### src/rtl/decim_pkg.sv
// Shared constants and helpers for the multi-channel decimator.
// Saturation works on a 64-bit signed value so any DATA_W/ACC_W pairing can use it.
package decim_pkg;

   localparam int DATA_W_DEF  = 13;
   localparam int NUM_CH_DEF  = 4;
   localparam int PSC_W_DEF   = 16;
   localparam int SHIFT_W_DEF = 5;
   localparam int SAT_W       = 64;

   localparam logic MODE_PICK = 1'b0;
   localparam logic MODE_AVG  = 1'b1;

   function automatic logic signed [SAT_W-1:0] sat_signed(
      input logic signed [SAT_W-1:0] value,
      input int unsigned             data_w
   );
      logic signed [SAT_W-1:0] hi_v;
      logic signed [SAT_W-1:0] lo_v;
      hi_v = (64'sd1 <<< (data_w - 32'd1)) - 64'sd1;
      lo_v = -hi_v - 64'sd1;
      if (value > hi_v) begin
         return hi_v;
      end else if (value < lo_v) begin
         return lo_v;
      end else begin
         return value;
      end
   endfunction

endpackage

### src/rtl/decim_lane.sv
// One channel of the decimator: group accumulator, shift/saturate and sticky overflow.
// The group result is combinational; the top level registers it on group completion.
module decim_lane
   import decim_pkg::*;
#(
   parameter int DATA_W  = DATA_W_DEF,
   parameter int SHIFT_W = SHIFT_W_DEF,
   parameter int ACC_W   = DATA_W_DEF + PSC_W_DEF
) (
   input  logic                      clk,
   input  logic                      rst_n,
   input  logic                      clear_i,
   input  logic                      beat_i,
   input  logic                      first_i,
   input  logic                      done_i,
   input  logic                      mode_i,
   input  logic [SHIFT_W-1:0]        shift_i,
   input  logic signed [DATA_W-1:0]  sample_i,
   output logic signed [DATA_W-1:0]  result_o,
   output logic                      ovf_o
);

   logic signed [ACC_W-1:0] acc_r;
   logic signed [ACC_W-1:0] sample_ext_s;
   logic signed [ACC_W-1:0] sum_s;
   logic signed [ACC_W-1:0] shifted_s;
   logic signed [SAT_W-1:0] wide_s;
   logic signed [SAT_W-1:0] sat_s;
   logic                    sat_hit_s;
   logic                    ovf_r;

   assign sample_ext_s = {{(ACC_W-DATA_W){sample_i[DATA_W-1]}}, sample_i};

   // Running sum including the current beat, then the average shift and clamp.
   always_comb begin
      sum_s = sample_ext_s;
      if (first_i) begin
         sum_s = sample_ext_s;
      end else begin
         sum_s = acc_r + sample_ext_s;
      end
      shifted_s = sum_s >>> shift_i;
      wide_s    = {{(SAT_W-ACC_W){shifted_s[ACC_W-1]}}, shifted_s};
      sat_s     = sat_signed(wide_s, DATA_W);
      sat_hit_s = (sat_s != wide_s);
      if (mode_i == MODE_AVG) begin
         result_o = sat_s[DATA_W-1:0];
      end else begin
         result_o = sample_i;
      end
   end

   // Accumulator and sticky overflow; clear wins over any beat.
   always_ff @(posedge clk or negedge rst_n) begin
      if (!rst_n) begin
         acc_r <= {ACC_W{1'b0}};
         ovf_r <= 1'b0;
      end else if (clear_i) begin
         acc_r <= {ACC_W{1'b0}};
         ovf_r <= 1'b0;
      end else begin
         if (beat_i) begin
            acc_r <= sum_s;
         end
         if (done_i && (mode_i == MODE_AVG) && sat_hit_s) begin
            ovf_r <= 1'b1;
         end
      end
   end

   assign ovf_o = ovf_r;

endmodule

### src/rtl/decim_mc.sv
// Multi-channel decimator top: group counter, shadowed config, output handshake.
// Config is latched on the first beat of a group so mid-group changes apply to the next group.
module decim_mc
   import decim_pkg::*;
#(
   parameter int DATA_W  = DATA_W_DEF,
   parameter int NUM_CH  = NUM_CH_DEF,
   parameter int PSC_W   = PSC_W_DEF,
   parameter int SHIFT_W = SHIFT_W_DEF,
   parameter int ACC_W   = DATA_W + PSC_W
) (
   input  logic                       clk,
   input  logic                       rst_n,
   input  logic                       clear_i,
   input  logic [PSC_W-1:0]           psc_i,
   input  logic                       mode_i,
   input  logic [SHIFT_W-1:0]         shift_i,
   input  logic                       in_valid_i,
   output logic                       in_ready_o,
   input  logic [NUM_CH*DATA_W-1:0]   in_data_i,
   output logic                       out_valid_o,
   input  logic                       out_ready_i,
   output logic [NUM_CH*DATA_W-1:0]   out_data_o,
   output logic                       overflow_o
);

   localparam logic [PSC_W-1:0] PSC_ZERO = {PSC_W{1'b0}};
   localparam logic [PSC_W-1:0] PSC_ONE  = {{(PSC_W-1){1'b0}}, 1'b1};

   logic [PSC_W-1:0]         cnt_r;
   logic [PSC_W-1:0]         psc_sh_r;
   logic                     mode_sh_r;
   logic [SHIFT_W-1:0]       shift_sh_r;
   logic                     out_valid_r;
   logic [NUM_CH*DATA_W-1:0] out_data_r;

   logic [PSC_W-1:0]         psc_cur_s;
   logic                     mode_cur_s;
   logic [SHIFT_W-1:0]       shift_cur_s;
   logic                     beat_s;
   logic                     first_s;
   logic                     last_s;
   logic                     done_s;
   logic [NUM_CH*DATA_W-1:0] lane_data_s;
   logic [NUM_CH-1:0]        ovf_vec_s;

   assign in_ready_o = !out_valid_r || out_ready_i;
   assign beat_s     = in_valid_i && in_ready_o && !clear_i;
   assign first_s    = (cnt_r == PSC_ZERO);

   // Effective config for this beat: live inputs at group start, shadow otherwise.
   always_comb begin
      psc_cur_s   = psc_sh_r;
      mode_cur_s  = mode_sh_r;
      shift_cur_s = shift_sh_r;
      if (first_s) begin
         if (psc_i == PSC_ZERO) begin
            psc_cur_s = PSC_ONE;
         end else begin
            psc_cur_s = psc_i;
         end
         mode_cur_s  = mode_i;
         shift_cur_s = shift_i;
      end else begin
         psc_cur_s   = psc_sh_r;
         mode_cur_s  = mode_sh_r;
         shift_cur_s = shift_sh_r;
      end
      last_s = (cnt_r == (psc_cur_s - PSC_ONE));
      done_s = beat_s && last_s;
   end

   for (genvar k = 0; k < NUM_CH; k++) begin : g_lane
      decim_lane #(
         .DATA_W  (DATA_W),
         .SHIFT_W (SHIFT_W),
         .ACC_W   (ACC_W)
      ) u_lane (
         .clk      (clk),
         .rst_n    (rst_n),
         .clear_i  (clear_i),
         .beat_i   (beat_s),
         .first_i  (first_s),
         .done_i   (done_s),
         .mode_i   (mode_cur_s),
         .shift_i  (shift_cur_s),
         .sample_i (in_data_i[k*DATA_W +: DATA_W]),
         .result_o (lane_data_s[k*DATA_W +: DATA_W]),
         .ovf_o    (ovf_vec_s[k])
      );
   end

   // Counter, shadow config and output register with valid/ready handshake.
   always_ff @(posedge clk or negedge rst_n) begin
      if (!rst_n) begin
         cnt_r       <= PSC_ZERO;
         psc_sh_r    <= PSC_ZERO;
         mode_sh_r   <= MODE_PICK;
         shift_sh_r  <= {SHIFT_W{1'b0}};
         out_valid_r <= 1'b0;
         out_data_r  <= {(NUM_CH*DATA_W){1'b0}};
      end else if (clear_i) begin
         cnt_r       <= PSC_ZERO;
         out_valid_r <= 1'b0;
         out_data_r  <= {(NUM_CH*DATA_W){1'b0}};
      end else begin
         if (beat_s) begin
            if (last_s) begin
               cnt_r <= PSC_ZERO;
            end else begin
               cnt_r <= cnt_r + PSC_ONE;
            end
            if (first_s) begin
               psc_sh_r   <= psc_cur_s;
               mode_sh_r  <= mode_i;
               shift_sh_r <= shift_i;
            end
         end
         if (done_s) begin
            out_valid_r <= 1'b1;
            out_data_r  <= lane_data_s;
         end else if (out_ready_i) begin
            out_valid_r <= 1'b0;
         end
      end
   end

   assign out_valid_o = out_valid_r;
   assign out_data_o  = out_data_r;
   assign overflow_o  = |ovf_vec_s;

endmodule

### config.mk
export PLATFORM = sky130hd
export DESIGN_NAME = decim_mc
export DESIGN_NICKNAME = d
export VERILOG_FILES = /design/src/rtl/decim_pkg.sv /design/src/rtl/decim_lane.sv /design/src/rtl/decim_mc.sv
export SDC_FILE = /design/constraint.sdc
export NUM_CORES = 1
export LEC_CHECK = 0
export ABC_AREA = 1
export CELL_PAD_IN_SITES_DETAIL_PLACEMENT = 1
export CELL_PAD_IN_SITES_GLOBAL_PLACEMENT = 2
export CORE_AREA = 2 2 274 276
export DETAILED_ROUTE_END_ITERATION = 7
export DIE_AREA = 0 0 276 278
export PLACE_DENSITY_LB_ADDON = 0.1
export SKIP_CTS_REPAIR_TIMING = 1
export SYNTH_ARGS = -nofsm -noshare
export SYNTH_HDL_FRONTEND = slang
export SYNTH_SLANG_ARGS = --single-unit
export TNS_END_PERCENT = 30
### constraint.sdc
create_clock -name clk -period 10.3 [get_ports clk]
set_input_delay 2.06 -clock clk [delete_from_list [all_inputs] [get_ports clk]]
set_output_delay 2.06 -clock clk [all_outputs]
set_load 0.005 [all_outputs]
==> Word-level counts from Yosys, hierarchy flattened <==
Index checks and enable logic that the tools add are counted.
{ "totals": {"regBits": 211, "in_bits": 79, "out_inout_bits": 55, "elab_cells": 105} }
{ "classes": {"addsub": 6, "order_cmp": 8, "eq_ne": 5, "n_shift": 4, "mux": 44, "bitwise_logic": 1, "reduce_logical": 23} }
{ "ops": {"columns": ["op", "n"], "rows": [
  ["$mux 64", 8],
  ["$mux 29", 12],
  ["$ne 64x29->1", 4],
  ["$add 29x13->29", 4],
  ["$gt 29x13->1 const B", 4],
  ["$lt 29x13->1 const B", 4],
  ["$sshr 29x5->29", 4],
  ["$mux 52", 2],
  ["$mux 16", 5],
  ["$mux 13", 4],
  ["$logic_not 16->1", 2],
  ["$add 16x1->16 const B", 1],
  ["$eq 16x16->1", 1],
  ["$sub 16x1->16 const B", 1],
  ["$mux 1", 12],
  ["$reduce_bool 2->1", 6],
  ["$logic_and 1x1->1", 8],
  ["$mux 5", 1],
  ["$reduce_or 4->1", 1],
  ["$reduce_and 3->1", 1],
  ["$reduce_bool 3->1", 1],
  ["$logic_not 1->1", 2],
  ["$reduce_and 2->1", 1],
  ["$logic_or 1x1->1", 1],
  ["$not 1->1", 1]
]} }

==> Longest topological paths before layout <==
Gate-level depths: netlist (run 1).
{ "depth": {"depth_word": 10, "mapped_depth": 31, "ltp_nobuf": 31} }

==> Modules after synthesis <==
A second synthesis (run 1) with hierarchy kept.
{ "hier_totals": {"hier_cells": 5336, "area_unflattened_um2": 29841.1} }
{ "modules_own_cells": {"columns": ["mod", "n_inst", "cells_each", "area_each_um2"], "rows": [
  ["decim_lane at g_lane[0].u_lane ...", 3, 1138, 6022.0],
  ["decim_lane at g_lane[3].u_lane", 1, 1137, 6020.8],
  ["decim_mc", 1, 785, 5754.3]
]} }

==> Worst setup path after synthesis (run 1) <==
OpenSTA, ideal clock, no wires.
{ "synth_timing": {"path_kind": "input -> register", "start": "in in_data_i[26]", "end": "reg out_data_r[36], in the netlist out_data_o[36]", "arrival_ns": 5.510, "required_time_ns": 10.183, "path_slack_ns": 4.673, "cell_stages": 27, "path_buffers": 2, "cell_sequence": "ha_1 > inv_1 > fa_1 > inv_1 > nand3_1 > nand3_1 > nand2_1 > nand2_1 > nand2_1 > nand2_1 > nand2_1 > nand3_1 > nand3_2 > nand2_2 > nor2_1 > inv_1 > buf_1 > nand2_1 > o21ai_0 > nand4_1 > nor4_1 > nand3_1 > ha_1 > clkbuf_1 > o211ai_1 > nand2_1 > nand2_1"} }
{ "synth_between": {"elab_chain_len": 9, "word_cells_on_any_way": 10, "classes_between": "add/sub (1); order compare (2); shift (1); mux (6)"} }
{ "synth_rtl": {"columns": ["element", "line", "text"], "rows": [
  ["from (decl)", "decim_mc.sv:20", "input logic [NUM_CH*DATA_W-1:0] in_data_i,"],
  ["$add 29x13->29", "decim_lane.sv:40", "sum_s = acc_r + sample_ext_s;"],
  ["$mux 29 (*)", "decim_lane.sv:37", "if (first_i) begin"],
  ["$sshr 29x5->29 (*)", "decim_lane.sv:42", "shifted_s = sum_s >>> shift_i;"],
  ["$lt 29x13->1", "decim_pkg.sv:24", "end else if (value < lo_v) begin"],
  ["$mux 64", "decim_pkg.sv:24", null],
  ["$mux 64 (*)", "decim_pkg.sv:22", "if (value > hi_v) begin"],
  ["$mux 13 (*)", "decim_lane.sv:46", "if (mode_i == MODE_AVG) begin"],
  ["$mux 52 (*)", "decim_mc.sv:119", "if (done_s) begin"],
  ["$mux 52 (*)", "decim_mc.sv:102", "end else if (clear_i) begin"],
  ["to (signal assigned)", "decim_mc.sv:101", "out_data_r <= {(NUM_CH*DATA_W){1'b0}};"],
  ["to (signal assigned)", "decim_mc.sv:105", "out_data_r <= {(NUM_CH*DATA_W){1'b0}};"],
  ["to (signal assigned)", "decim_mc.sv:121", "out_data_r <= lane_data_s;"],
  ["to (decl)", "decim_mc.sv:35", "logic [NUM_CH*DATA_W-1:0] out_data_r;"]
]} }
Mark *: on every way between the ends. The rest lies on a longest branch, timed or not. The select of a mux whose other input is x is not followed.
A chain may end at the register's enable or synchronous reset.

==> Final worst setup path (run 1) <==
{ "layout_timing": {"start": "in in_data_i[12]", "end": "reg out_data_r[1], in the netlist out_data_o[1]"} }
Same word-level chain as after synthesis.

==> results of run 1 <==
## registers in the layout, summed over array words and instances (netlist names)
signal	flops
mode_sh_r	1
out_valid_o	1
shift_sh_r	5
g_lane.u_lane.ovf_o	4
psc_sh_r	16
g_lane.u_lane.acc_r	116
cnt_r	16
out_data_o	52
## power by group through the flow
stage	clock network (mW)	registers [mW]	logic, mW
2_1_floorplan	0	0.942	1.93
3_3_place_gp	0	0.956	2.68
3_5_place_dp	0	0.958	2.70
4_1_cts	1.32	0.944	2.71
5_1_grt	1.34	0.953	3.05
6_report	1.29	0.944	2.72
## area by class of cell
class | instances | area share, %
Inverter | 487 | 6.268
Clock inverter | 15 | 0.8582
Tap cell | 969 | 4.137
Sequential cell | 211 | 18.02
Multi-Input combinational cell | 3692 | 62.01
Timing Repair Buffer | 169 | 5.482
Clock buffer | 46 | 3.228
## metal layers
| metal | share of wire (%) | global-route usage [%] |
|---|---|---|
| met1 | 45 | 38.59 |
| met3 | 2.9 | 2.552 |
| met5 | 0 | 0 |
| met2 | 48 | 52.54 |
| met4 | 4.2 | 11.48 |
## worst min path at each step
| stage | endpoint | slack, ns | depth (start not counted) | from |
|---|---|---|---|---|
| finish | out_data_o[45]$_DFFE_PN0P_ | 0.48 | 2 | out_data_o[45]$_DFFE_PN0P_ |
| global route | g_lane[3].u_lane.acc_r[25]$_DFFE_PN0P_ | 0.50 | 1 | g_lane[3].u_lane.acc_r[25]$_DFFE_PN0P_ |
| CTS | out_data_o[42]$_DFFE_PN0P_ | 0.48 | 2 | out_data_o[42]$_DFFE_PN0P_ |
| detailed placement | out_data_o[42]$_DFFE_PN0P_ | 0.46 | 2 | out_data_o[42]$_DFFE_PN0P_ |
| global placement | out_data_o[42]$_DFFE_PN0P_ | 0.46 | 2 | out_data_o[42]$_DFFE_PN0P_ |
| floorplan | shift_sh_r[0]$_DFFE_PN0P_ | 0.44 | 2 | shift_sh_r[0]$_DFFE_PN0P_ |
## placed cells by master, fill, tap and decap left out, types with 36 or more instances in the layout
cell	count
o21ai_0	243
dfrtp_1	211
xor2_1	36
nand2_1	1608
buf_4	36
inv_1	453
nand4_1	55
ha_1	118
nor2_1	283
a21oi_1	136
nand3_1	882
clkdlybuf4s50_1	132
## cells by family after synthesis
family | synth area share (%)
mux | 0.1522
simple gates | 47.63
flops | 20.08
fa+ha+maj | 5.918
xor+xnor | 2.298
compound gates | 12.85
buf+inv | 11.07
## critical path: cells and delay by family
| kind | cells | cell delay [ns] |
|---|---|---|
| and+or+nand+nor | 16 | 2.64 |
| adders and majority gates | 2 | 1.08 |
| buffers and inverters | 3 | 1.38 |
| AOI/OAI and AO/OA | 2 | 0.37 |
## stage by stage
stage	hold WS [ns]	power (mW)
5_1_grt	0.5045	5.344
2_1_floorplan	0.4444	2.871
6_report	0.4792	4.945
3_5_place_dp	0.4642	3.653
4_1_cts	0.4805	4.968
3_3_place_gp	0.4641	3.632
==> flow_summary.toml, run 1 <==
[global_routing]
grt_usage_pct = 30.11
grt_max_degree = 96
antenna_found_initial = 0
grt_pass1_wl_um = 183500
grt_overflow = 0
grt_pass1_vias = 31410

[timing]
period_minus_slack_ns = 7.133
fmax_ghz = 0.1402
tightest_slew_ns = 1.181
clock_skew_ns = 0.04283
slew_headroom_pct = 21.05
maxSlewViolCount = 0
setup_slack_ns = 3.167
period_share_pct = 69.25
fin_setup_tns_ns = 0
hold_viol = 0
setup_viol = 0
rsz0062_at_grt = "false"

[floorplanning]
dieArea_um2 = 76730
coreArea_um2 = 73820
ios = 134
rows = 100
fp.dieH_um = 278
initial_utilization_pct = 35.63
die_w_um = 276

[min_path]
hold_path.class = "reg -> reg"

[place]
place.gp.congestion = 0.9268
dp_worst_setup_slack_ns = 2.766
hpwlAfterDp_um = 89310
portBuffers = 133
placed_area_um2 = 28110
dp.cells = 5528

[routing]
vias_per_cell = 5.471
drt_iter0_markers = 1724
route.detailed.drc = 2
totalWireLength_um = 116400
antenna_left = 0
dr.pass1.iters = 7
via_count = 30580
wl_per_cell_um = 20.83

[synth]
yosysWarningCount = 0
syn_inst = 4604
ys_top_cells_by_area = "nand2_1 23%, dfrtp_1 20%, nand3_1 17%"
yosysTopAreaCellShare_pct = 22.96
synth_common_cells = "1609 x nand2_1, 882 x nand3_1, 454 x inv_1"
ys_ff_latch = 211
yosysSeqAreaShare_pct = 20.08
ys.flop_type = "dfrtp_1"
ys_types = 53
postSynth.asyncResetShare_pct = 100.0
netlist_area_um2 = 26300
post-synth-top-count-cell = "nand2_1"
synth_area_per_cell_um2 = 5.712
yosysTopAreaCell = "nand2_1"
syn-num-nets = 4805
synth_edf_count = 0

[final_layout]
stdcell_count = 5589
nNetsFinal = 4796
antenna_cells = 0
multiInputGateArea_um2 = 18170
utilization_pct = 39.69
syn2layout_area_growth_pct = 11.42
nFillCells = 10170
seqCellArea_um2 = 5280
fin_area_um2 = 29300
drive_above_1_share_pct = 3.918

[power_and_ir_drop]
internal-power_mw = 2.465
p_per_area_nw_per_um2 = 168.8
ir_drop_mv = 0.09479
combPwrFrac_pct = 54.9
switching_share_pct = 50.15
clkPwrFrac_pct = 26.0
seq_power_share_pct = 19.1
switchingPower_mw = 2.480
p_leak_nw = 15.22

[setup_path]
reg2reg_from = "cnt_r[0]$_DFFE_PN0P_"
cp.required_ns = 10.74
cp_max_fo = 21
crit_type = "in -> reg"
r2r_slack_ns = 3.65
cp-end-kind = "register"
crit_top_cell = "nand2_1"
critical_path.startpoint = "in_data_i[12]"
cp_cell_sequence = "clkdlybuf4s50_1 > ha_1 > nand2_1 > nor2_1 > nand2_1 > nor2_1 > nand2_1 > nand3_1 > nand3_1 > nand2_2 > inv_2 > nand2_1 > nand2_1 > nand2_1 > nand4_1 > a211oi_1 > nand4_1 > ha_1 > clkinv_1 > nand3_1 > nand3_1 > o211ai_1 > nand2_1"
worstPathArrival_ns = 7.57
rr_endpoint = "out_data_o[25]$_DFFE_PN0P_"
crit_slowest_cell = "clkdlybuf4s50_1"
cp-endpoint = "out_data_o[1]$_DFFE_PN0P_"
max_stage_delay_ns = 0.98
reg2reg_depth = 25
cp-start-kind = "input pin"

[clock_tree]
htreeDepth = 2
cts_buffer_depth = 3
clkTransAtPathRegs_ns = 0.06
cts.sinks = 211
cts_root_buffer = "clkbuf_16"
clk_latency_ns = 0.59
cts_tree = "yes"
numCtsBuffers = 34

[job]
max_cap_viol_count = 0

[run_status]
violations = "DRC"
status = "finished with violations"
(Power assumes the default switching activity.)
==> inputs of run 2 (changes only) <==
- CORE_AREA: 2 2 274 276 -> 2 2 286 288
- DIE_AREA: 0 0 276 278 -> 0 0 288 290
- clock period: 10.3 -> 6.85 ns (I/O delays scaled with it)
==> flow_summary.toml, run 2 (same netlist as run 1, synthesis figures left out) <==
[clock_tree]
htreeDepth = 1
cts_root_buffer = "clkbuf_16"
cts_buffer_depth = 3
cts_tree = "yes"
clk_latency_ns = 0.61
cts.sinks = 211
clkTransAtPathRegs_ns = 0.06
numCtsBuffers = 31

[floorplanning]
fp.dieH_um = 290
dieArea_um2 = 83520
die_w_um = 288
coreArea_um2 = 80160
rows = 104
initial_utilization_pct = 32.81
ios = 134

[global_routing]
grt_pass1_vias = 31950
grt_overflow = 0
antenna_found_initial = 0
grt_max_degree = 111
grt_pass1_wl_um = 186300
grt_usage_pct = 28.35

[routing]
dr.pass1.iters = 5
wl_per_cell_um = 20.91
vias_per_cell = 5.364
route.detailed.drc = 0
antenna_left = 0
drt_iter0_markers = 1545
via_count = 30640
totalWireLength_um = 119400

[final_layout]
final_cell_mix = "1608 x nand2_1, 882 x nand3_1, 453 x inv_1, 283 x nor2_1, 243 x o21ai_0"
regMostFlops = "g_lane.u_lane.acc_r"
stdcell_count = 5711
nNetsFinal = 4827
nFillCells = 10950
largest_reg_flops = 116
drive_above_1_share_pct = 4.475
final_common_cell = "nand2_1"
syn2layout_area_growth_pct = 12.35
fin_area_um2 = 29550

[setup_path]
rr_endpoint = "out_data_o[35]$_DFFE_PN0P_"
cp_max_fo = 12
cp.required_ns = 7.32
crit_top_cell = "nand2_1"
reg2reg_from = "cnt_r[0]$_DFFE_PN0P_"
cp-start-kind = "input pin"
reg2reg_depth = 23
crit_type = "in -> reg"
crit_slowest_cell = "ha_1"
cp-end-kind = "register"
r2r_slack_ns = 0.83
worstPathArrival_ns = 6.60
max_stage_delay_ns = 0.54

[place]
dp.cells = 5653
portBuffers = 133
place.gp.congestion = 0.9200
hpwlAfterDp_um = 93870
placed_area_um2 = 28540

[timing]
fin_setup_tns_ns = 0
period_minus_slack_ns = 6.123
tightest_slew_ns = 1.135
timing.hold.ws_ns = 0.4794
maxSlewViolCount = 0
hold_viol = 0
clock_skew_ns = 0.02689
setup_viol = 0
period_share_pct = 89.38
fmax_ghz = 0.1633
rsz0062_at_grt = "false"
slew_headroom_pct = 24.34

[run_status]
status = "completed"

[power_and_ir_drop]
clkPwrFrac_pct = 22.5
p_leak_nw = 15.32
p_per_area_nw_per_um2 = 244.4
switching_share_pct = 50.99
seq_power_share_pct = 19.6
switchingPower_mw = 3.682
ir_drop_mv = 0.1996
internal-power_mw = 3.539
power_mw = 7.221
combPwrFrac_pct = 57.8

[min_path]
min-delay-start = "out_data_o[7]$_DFFE_PN0P_"
min_path_cells = 2
min_to = "out_data_o[7]$_DFFE_PN0P_"
hold_path.class = "reg -> reg"

[job]
max_cap_viol_count = 0
## run 2: cell count changes in the layout (fill, tap and decap cells not counted)
cell,previous run,this run
clkinvlp_4,3,2
diode_2,0,3
clkbuf_16,34,31
inv_6,1,0
bufinv_16,5,2
buf_4,36,65
clkbuf_8,5,7
clkinv_2,5,6
clkinv_16,1,0
clkbuf_1,7,8
inv_16,1,0
buf_12,0,5
## run 2: final cells by class
| class | count | area, µm² | area share, % |
|---|---|---|---|
| clock buffers | 46 | 902.1 | 3.053 |
| multi-input cells | 3692 | 18170 | 61.49 |
| inverters | 487 | 1837 | 6.216 |
| repair buffers | 203 | 1924 | 6.513 |
| well taps | 1060 | 1326 | 4.489 |
| diodes | 3 | 7.507 | 0.02541 |
| flip-flops and latches | 211 | 5280 | 17.87 |
| clock inverters | 9 | 100.1 | 0.3388 |
## run 2: worst max-delay path, delay by kind of cell
| family | cells | cell delay, ns |
|---|---|---|
| adders and majority gates | 3 | 1.24 |
| AOI/OAI and AO/OA | 3 | 0.53 |
| and+or+nand+nor | 19 | 2.45 |
| buffers and inverters | 5 | 1.00 |
## run 2: layer usage
layer / vias to the layer above / wire (µm) / global-route usage (%) / share of wire (%)
li1: 15180 / - / - / -
met1: 14820 / 48810 / 32.42 / 41
met2: 436 / 62540 / 53.88 / 52
met3: 196 / 2606 / 1.840 / 2.2
met4: 0 / 5457 / 11.51 / 4.6
met5: - / 0 / 0 / 0
## run 2: power groups by stage
| stage | clock, mW | combinational [mW] | sequential, mW |
|---|---|---|---|
| finish | 1.63 | 4.18 | 1.42 |
| CTS | 1.68 | 4.18 | 1.42 |
| global placement | 0 | 4.14 | 1.44 |
| floorplan | 0 | 2.90 | 1.42 |
| global route | 1.72 | 4.68 | 1.43 |
| detailed placement | 0 | 4.16 | 1.44 |
## run 2: how the worst max path moves through the flow
stage | from | end | slack (ns) | cells after the start
floorplan | in_data_i[26] | out_data_o[36]$_DFFE_PN0P_ | 1.91 | 27
global placement | in_data_i[26] | out_data_o[35]$_DFFE_PN0P_ | 0.14 | 30
detailed placement | in_data_i[26] | out_data_o[34]$_DFFE_PN0P_ | 0.16 | 30
CTS | in_data_i[26] | out_data_o[34]$_DFFE_PN0P_ | 0.77 | 30
global route | in_data_i[26] | out_data_o[34]$_DFFE_PN0P_ | 0.21 | 30
finish | in_data_i[26] | out_data_o[35]$_DFFE_PN0P_ | 0.73 | 30
## run 2: through the flow
stage               utilization, %  worst slack, ns
detailed placement           35.60           0.1572
global placement             35.60           0.1419
CTS                          36.85           0.7698
global route                 36.85           0.2097
finish                       36.86           0.7274
floorplan                        -            1.913
